### src/rtl/score_tick_gen.sv
`default_nettype none
// ============================================================================
// Module      : score_tick_gen
// Description : Score-advance strobe generator. Emits one ScoreClock pulse per
//               point, with the interval shrinking as the level rises.
// Revision    : 1.0 - initial release
// ============================================================================
module score_tick_gen #(
    parameter int unsigned BASE_PERIOD  = 2500000,
    parameter int unsigned MIN_PERIOD   = 1000000,
    parameter int unsigned PERIOD_STEP  = 250000,
    parameter int unsigned LEVEL_POINTS = 100,
    parameter int unsigned MAX_LEVEL    = 6
) (
    input  logic        clk,
    input  logic        rst,
    input  logic        start,
    input  logic        collide,
    output logic        ScoreClock,
    output logic        scoreRst,
    output logic        running,
    output logic [3:0]  level,
    output logic [13:0] points
);

    localparam logic [1:0] S_IDLE = 2'd0;
    localparam logic [1:0] S_RUN  = 2'd1;
    localparam logic [1:0] S_DEAD = 2'd2;

    localparam logic [31:0] c_base       = BASE_PERIOD;
    localparam logic [31:0] c_min        = MIN_PERIOD;
    localparam logic [31:0] c_step       = PERIOD_STEP;
    localparam logic [31:0] c_lvl_last   = LEVEL_POINTS - 1;
    localparam logic [31:0] c_max_level32 = MAX_LEVEL;
    localparam logic [3:0]  c_max_level  = c_max_level32[3:0];
    localparam logic [13:0] c_max_points = 14'd9999;

    logic [1:0]  r_state,   w_state_nxt;
    logic [31:0] r_divider, w_divider_nxt;
    logic [31:0] r_period,  w_period_nxt;
    logic [31:0] r_pil,     w_pil_nxt;
    logic [3:0]  r_level,   w_level_nxt;
    logic [13:0] r_points,  w_points_nxt;
    logic        r_tick,    w_tick_nxt;
    logic        r_srst,    w_srst_nxt;

    always_ff @(posedge clk) begin
        if (rst) begin
            r_state   <= S_IDLE;
            r_divider <= '0;
            r_period  <= c_base;
            r_pil     <= '0;
            r_level   <= '0;
            r_points  <= '0;
            r_tick    <= 1'b0;
            r_srst    <= 1'b0;
        end else begin
            r_state   <= w_state_nxt;
            r_divider <= w_divider_nxt;
            r_period  <= w_period_nxt;
            r_pil     <= w_pil_nxt;
            r_level   <= w_level_nxt;
            r_points  <= w_points_nxt;
            r_tick    <= w_tick_nxt;
            r_srst    <= w_srst_nxt;
        end
    end

    always_comb begin
        w_state_nxt   = r_state;
        w_divider_nxt = r_divider;
        w_period_nxt  = r_period;
        w_pil_nxt     = r_pil;
        w_level_nxt   = r_level;
        w_points_nxt  = r_points;
        w_tick_nxt    = 1'b0;
        w_srst_nxt    = 1'b0;

        case (r_state)
            S_RUN: begin
                // Collision wins over a coincident tick: no point is scored.
                if (collide) begin
                    w_state_nxt = S_DEAD;
                end else if (r_divider == r_period - 32'd1) begin
                    w_divider_nxt = '0;
                    w_tick_nxt    = 1'b1;
                    w_points_nxt  = (r_points == c_max_points) ? 14'd0 : r_points + 14'd1;
                    if (r_pil == c_lvl_last) begin
                        w_pil_nxt = '0;
                        if (r_level < c_max_level)
                            w_level_nxt = r_level + 4'd1;
                        // Compare before subtracting so the period never underflows.
                        w_period_nxt = (r_period >= c_min + c_step) ? r_period - c_step : c_min;
                    end else begin
                        w_pil_nxt = r_pil + 32'd1;
                    end
                end else begin
                    w_divider_nxt = r_divider + 32'd1;
                end
            end
            default: begin
                if (start) begin
                    w_state_nxt   = S_RUN;
                    w_srst_nxt    = 1'b1;
                    w_divider_nxt = '0;
                    w_points_nxt  = '0;
                    w_pil_nxt     = '0;
                    w_level_nxt   = '0;
                    w_period_nxt  = c_base;
                end
            end
        endcase
    end

    assign ScoreClock = r_tick;
    assign scoreRst   = r_srst;
    assign running    = (r_state == S_RUN);
    assign level      = r_level;
    assign points     = r_points;

endmodule
`default_nettype wire
### config.mk
export PLATFORM = sky130hd
export DESIGN_NAME = score_tick_gen
export DESIGN_NICKNAME = d
export VERILOG_FILES = /design/src/rtl/score_tick_gen.sv
export SDC_FILE = /design/constraint.sdc
export NUM_CORES = 1
export LEC_CHECK = 0
export BUFFER_PORTS_ARGS = -buffer_cell sky130_fd_sc_hd__buf_2
export CORE_ASPECT_RATIO = 0.5
export CORE_MARGIN = 2
export CORE_UTILIZATION = 55
export DETAILED_ROUTE_END_ITERATION = 16
export PLACE_DENSITY = 0.71
export SYNTH_ARGS = -nofsm -noshare
export SYNTH_HDL_FRONTEND = slang
export SYNTH_SLANG_ARGS = --single-unit
export TNS_END_PERCENT = 20
### constraint.sdc
create_clock -name clk -period 4.02 [get_ports clk]
set_input_delay 0.402 -clock clk [delete_from_list [all_inputs] [get_ports clk]]
set_output_delay 0.402 -clock clk [all_outputs]
set_load 0.01 [all_outputs]
==> results of run 1 <==
## per-stage QoR
| step | utilization, % | total power, mW | instance area, µm² |
|---|---|---|---|
| 2_1_floorplan | - | 1.286 | 7010 |
| 3_3_place_gp | 57.09 | 1.324 | 7167 |
| 3_5_place_dp | 57.09 | 1.325 | 7167 |
| 4_1_cts | 61.82 | 2.850 | 7761 |
| 5_1_grt | 61.88 | 2.912 | 7769 |
| 6_report | 61.88 | 2.836 | 7769 |
## state kept, by name, summed over array words and instances, names as in the netlist
| name | cells |
|---|---|
| ScoreClock | 1 |
| level | 4 |
| points | 14 |
| r_divider | 32 |
| r_period | 28 |
| r_pil | 32 |
| r_state | 2 |
| scoreRst | 1 |
## cell usage in the layout (no fill, tap or decap), drive strengths merged, types with 22 or more instances in the layout
cell type,synthesis,layout
xor2,47,47
nand2,79,79
inv,21,22
nand3,41,41
buf,28,43
nor4,22,22
xnor2,43,43
nor2,108,108
a21oi,44,44
dfxtp,114,114
nor3,34,34
## cell type report
cell class / count / share of cell area (%)
Clock inverter: 13 / 2.078
Clock buffer: 19 / 5.573
Multi-Input combinational cell: 653 / 55.79
Sequential cell: 114 / 29.38
Tap cell: 170 / 2.738
Timing Repair Buffer: 43 / 3.382
Inverter: 22 / 1.063
## layer usage
layer  up-vias  wire length [µm]
li1       3062                 -
met1      3090              8299
met2       200              8345
met3        24              1078
met4         0               215
met5         -                 0
## what timing repair did
action,4_1_cts,5_1_grt
hold buffers,0,0
endpoints found under the setup margin,0,3
gates resized for setup,0,2
## power by group
| part | leakage (nW) | internal [mW] | switching, mW |
|---|---|---|---|
| Clock | 0.279 | 0.972 | 0.559 |
| Sequential | 0.919 | 1.14 | 0.00443 |
| Combinational | 1.54 | 0.0391 | 0.125 |
## tightest hold or removal path: stages
cell,delay [ns]
buf_2,0.09
o21ai_0,0.07
nor2_1,0.08
## cell families after synthesis
logic type / count (synthesis) / share of synthesized area (%)
buffers and inverters: 83 / 5.729
adder cells (fa/ha/maj): 7 / 1.249
XOR/XNOR: 91 / 11.57
flip-flops: 114 / 32.55
AND/OR/NAND/NOR: 383 / 28.32
AO/OA/AOI/OAI: 164 / 19.20
multiplexers: 8 / 1.374
## worst max-delay path by stage
stage | from | cells after the start | to
after CTS | r_period[8] | 10 | r_period[26]
after detailed placement | r_period[4] | 12 | r_period[26]
final | r_period[4] | 13 | r_pil[23]
after global placement | r_period[8] | 10 | r_period[24]
after floorplan | r_period[4] | 13 | r_pil[14]
after global routing | r_period[4] | 13 | r_pil[13]
==> impl_metrics.json, run 1 <==
{
  "hold_depth": 3,
  "seqCellArea_mm2": 0.002282,
  "hp-class": "in -> reg",
  "cp_num_buf_inv": 3,
  "use_met2_pct": 43.32,
  "multi_input_area_mm2": 0.004334,
  "cts_root_buffer": "clkbuf_16",
  "areaGrowthSynthToFinish_pct": 10.82,
  "io_pins": 25,
  "cts_sinks": 114,
  "detail-route-antenna-nets": 0,
  "worst_slew_pin_slew_ns": 1.043,
  "synthesis.area_mm2": 0.007010,
  "yosysSeqAreaShare_pct": 32.55,
  "synth_top_area_share_pct": 32.55,
  "yosysTopAreaCell": "dfxtp_1",
  "finalHoldViolations": 0,
  "startpoint_type": "flop",
  "max-slew-margin-rel_pct": 30.23,
  "holdPathEnd": "r_state[0]",
  "dpl.hpwl_mm": 12.13,
  "fin_crit_sh_pct": 93.81,
  "cts_tree": "yes",
  "drt-initial-drc-count": 453,
  "nNetsFinal": 862,
  "place_inst": 1002,
  "r2r-start": "r_period[4]",
  "fp-row-count": 29,
  "via_per_inst": 6.166,
  "r2r_slack_ns": 0.25,
  "slowest_stage": "or3b_1",
  "synth.most_common_cell": "dfxtp_1",
  "async_flop_share_pct": 0,
  "grt_use_met3_pct": 5.067,
  "remaining_drc_errors": 0,
  "synthCells": 850,
  "crit_path_max_fanout": 29,
  "globalplace.congestion": 0.9031,
  "status": "finished, final reports clean",
  "cts_buffer_depth": 2,
  "gr-usage-all-layers_pct": 26.85,
  "min_period_ns": 3.771,
  "fmaxAchievable_ghz": 0.2652,
  "antenna_found_initial": 0,
  "reg2reg_depth": 13,
  "finClkSkew_ns": 0.009497,
  "dieArea_mm2": 0.01372,
  "firstDrtPassIters": 5,
  "io_buffers": 24,
  "timing.setup.tns_ns": 0,
  "busiest_layer": "met2",
  "rsz0062_at_grt": "no",
  "path_class": "reg -> reg",
  "setup_viol": 0,
  "first_global_vias": 5867,
  "arrival_ns": 4.07,
  "worst_slack_ns": 0.2489,
  "fin_cells": 1034,
  "whs_ns": 0.2608,
  "min_from": "start",
  "grt_use_met1_pct": 36.43,
  "die_x_um": 163.7,
  "pre_cts_slack_ns": 0.3735,
  "wl_mm": 17.94,
  "path_cells": "inv_1, ha_1, nor3b_4, nand4bb_4, or3b_1, a221oi_2, o2111a_2, nand4_2, a21oi_2, buf_4, or2_1, buf_4, nor2_1",
  "cts_made_buffers": 17,
  "diodes": 0,
  "slew_violations": 0,
  "clk_pin_slew_ns": 0.06,
  "synth-warning-count": 0,
  "yosys-top-cells-count": "114 x dfxtp_1, 108 x nor2_1, 78 x nand2_1",
  "die_y_um": 83.83,
  "synth_edf_count": 0,
  "slowest_delay_ns": 0.45,
  "ys_top_cells_by_area": "dfxtp_1 33%, xor2_1 5.9%, nor2_1 5.8%, xnor2_1 5.4%, nand2_1 4.2%",
  "grt_overflow_total": 0,
  "power.density_mw_per_mm2": 365.0,
  "coreArea_mm2": 0.01255,
  "path_common_cell": "buf_4",
  "p_leak_nw": 2.737,
  "grt_max_degree": 44,
  "peakVddDrop_v": 0.0002093,
  "drive_gt1_share_pct": 13.54,
  "ys_seq_elements": 114,
  "critPathRequiredTime_ns": 4.32,
  "h-tree-depth": 4,
  "synthDistinctLibCells": 81,
  "ys.flop_type": "dfxtp_1",
  "start_util_pct": 55.84,
  "insertion_delay_ns": 0.42,
  "reg2reg_to": "r_pil[23]",
  "syn_nets": 861,
  "postCtsSetupBuffers": 0,
  "route.vias.total": 6376,
  "syn_avg_cell_area_um2": 8.248,
  "cp-end-kind": "flop",
  "grt_pass1_wl_mm": 29.43,
  "crit_family": "simple AND/OR/NAND/NOR gates",
  "fillers": 1125,
  "wl_per_cell_um": 17.35,
  "maxCapViolations": 0
}
Power figures use the tool's default switching activity.
==> run 2: changes to the inputs <==
- CORE_ASPECT_RATIO: 0.5 -> default
==> run 2 against run 1 <==
Against the previous run:
- cell count hardly changed
- sequential share of layout area is 0.16 points higher
- design area is 0.55% lower
- critical endpoint is now r_period[10]
- die area is 0.40% lower
- hold slack better by 0.0086 ns
- worst setup slack better by 0.17 ns
- sequential power hardly changed
- clock power is 7% lower
- register-to-register slack better by 0.17 ns
- largest cell class unchanged
- largest power group unchanged
- power is 3.7% lower
- maximum frequency is 4.9% higher
- core utilization is 0.15 points lower
==> impl_metrics.json, run 2 (same netlist as run 1, synthesis figures left out) <==
{
  "slowest_delay_ns": 0.69,
  "cts_root_buffer": "clkbuf_16",
  "dieArea_mm2": 0.01367,
  "met3_length_mm": 1.313,
  "max-slew-margin-rel_pct": 30.53,
  "reg2reg_depth": 9,
  "coreArea_mm2": 0.01252,
  "path_common_cell": "nand4_2",
  "p_int_mw": 2.068,
  "wl_per_cell_um": 17.89,
  "insertion_delay_ns": 0.42,
  "dpl.hpwl_mm": 12.76,
  "cp.depth": 9,
  "nNetsFinal": 862,
  "cts_resized": 0,
  "worst_slew_pin_slew_ns": 1.039,
  "arrival_ns": 3.85,
  "grt_pass1_wl_mm": 29.72,
  "whs_ns": 0.2694,
  "route.layer.met1.wl_mm": 8.057,
  "pwr-share-seq_pct": 41.8,
  "ctsHoldBuffers": 0,
  "h-tree-depth": 4,
  "peakVddDrop_v": 0.0003041,
  "cts_made_buffers": 17,
  "die_x_um": 116.9,
  "fin_crit_sh_pct": 89.46,
  "route.vias.total": 6456,
  "critPathRequiredTime_ns": 4.28,
  "drive_gt1_share_pct": 13.44,
  "status": "finished, final reports clean",
  "swShare_pct": 24.26,
  "seqCellArea_mm2": 0.002282,
  "rsz0062_at_grt": "no",
  "hold_depth": 3,
  "finClkSkew_ns": 0.01064,
  "slowest_stage": "or4_1",
  "remaining_drc_errors": 0,
  "min_period_ns": 3.596,
  "detail-route-antenna-nets": 0,
  "final_common_cell": "dfxtp_1",
  "r2r-start": "r_period[4]",
  "fp-row-count": 41,
  "reg2reg_to": "r_period[10]",
  "clockPowerShare_pct": 52.0,
  "maxUsedRoutingLayer": "met4",
  "io_buffers": 24,
  "wl_mm": 18.52,
  "power.density_mw_per_mm2": 353.3,
  "fillers": 1136,
  "path_cells": "nor4_2, nand4_2, or3_1, o31a_1, a211oi_2, nand4_2, or4_1, a31oi_1, a21oi_1",
  "total_power_mw": 2.730,
  "r2r_slack_ns": 0.42,
  "globalplace.congestion": 0.9276,
  "min_from": "start",
  "slew_violations": 0,
  "crit_path_max_fanout": 10,
  "final_cell_mix": "114 x dfxtp_1, 108 x nor2_1, 78 x nand2_1",
  "start_util_pct": 56.01,
  "drt-initial-drc-count": 679,
  "antenna_found_initial": 0,
  "reg_top3": "r_divider x32, r_pil x32, r_period x28",
  "cts_sinks": 114,
  "startpoint_type": "flop",
  "finalHoldViolations": 0,
  "io_pins": 25,
  "maxCapViolations": 0,
  "firstDrtPassIters": 6,
  "crit_family": "simple AND/OR/NAND/NOR gates",
  "setup_viol": 0,
  "switchingPower_mw": 0.6622,
  "timing.setup.tns_ns": 0,
  "cp-end-kind": "flop",
  "p_leak_nw": 2.724,
  "path_class": "reg -> reg",
  "via_per_inst": 6.238,
  "fmaxAchievable_ghz": 0.2781,
  "grt_overflow_total": 0,
  "grt_max_degree": 32,
  "multi_input_area_mm2": 0.004327,
  "pwr-share-comb_pct": 6.2,
  "die_y_um": 116.9,
  "holdPathEnd": "r_state[0]",
  "gr-usage-all-layers_pct": 27.98,
  "cp_num_buf_inv": 0,
  "hp-class": "in -> reg",
  "fin_cells": 1035,
  "dr_wl_met2_mm": 8.801,
  "postCtsSetupBuffers": 0,
  "diodes": 0,
  "areaGrowthSynthToFinish_pct": 10.21,
  "first_global_vias": 5874,
  "place_inst": 1004,
  "clk_pin_slew_ns": 0.05,
  "cts_buffer_depth": 2,
  "cts_tree": "yes"
}
-- run 2: worst max path at each step --
stage	from	endpoint	slack (ns)
final	r_period[4]	r_period[10]	0.42
after floorplan	r_period[4]	r_pil[14]	0.86
after global routing	r_period[18]	r_divider[4]	0.24
after detailed placement	r_period[4]	r_period[10]	0.49
after CTS	r_period[18]	r_divider[2]	0.45
after global placement	r_period[4]	r_period[10]	0.55
-- run 2: worst reg2reg max path: cells and delay by family (launching register included) --
kind,cells,cell delay [ns]
flip-flops,1,0.39
AO/OA/AOI/OAI,4,0.87
AND/OR/NAND/NOR,5,2.19
-- run 2: through the flow --
step | utilization (%) | setup slack, ns | area (µm²)
floorplan | - | 0.8550 | 7010
detailed placement | 57.28 | 0.4861 | 7169
CTS | 61.73 | 0.4517 | 7726
finish | 61.73 | 0.4236 | 7726
global route | 61.73 | 0.2381 | 7726
global placement | 57.28 | 0.5476 | 7169
-- run 2: final cells by class --
class	instances	share of cell area (%)
Sequential cell	114	29.54
Clock buffer	22	6.138
Timing Repair Buffer	43	3.401
Tap cell	172	2.785
Inverter	22	1.069
Multi-Input combinational cell	653	56.00
Clock inverter	9	1.069
-- run 2: power by group through the flow --
stage          clock (mW)  sequential [mW]  combinational [mW]
6_report             1.42             1.14               0.169
3_5_place_dp            0             1.16               0.167
3_3_place_gp            0             1.16               0.163
4_1_cts              1.44             1.14               0.168
5_1_grt              1.49             1.14               0.183
2_1_floorplan           0             1.16               0.121
-- run 2: routing by layer --
metal | GRT usage, % | vias up
met5 | 0 | -
met4 | 9.569 | 0
met3 | 6.900 | 33
met2 | 45.51 | 260
met1 | 36.45 | 3092
li1 | - | 3071
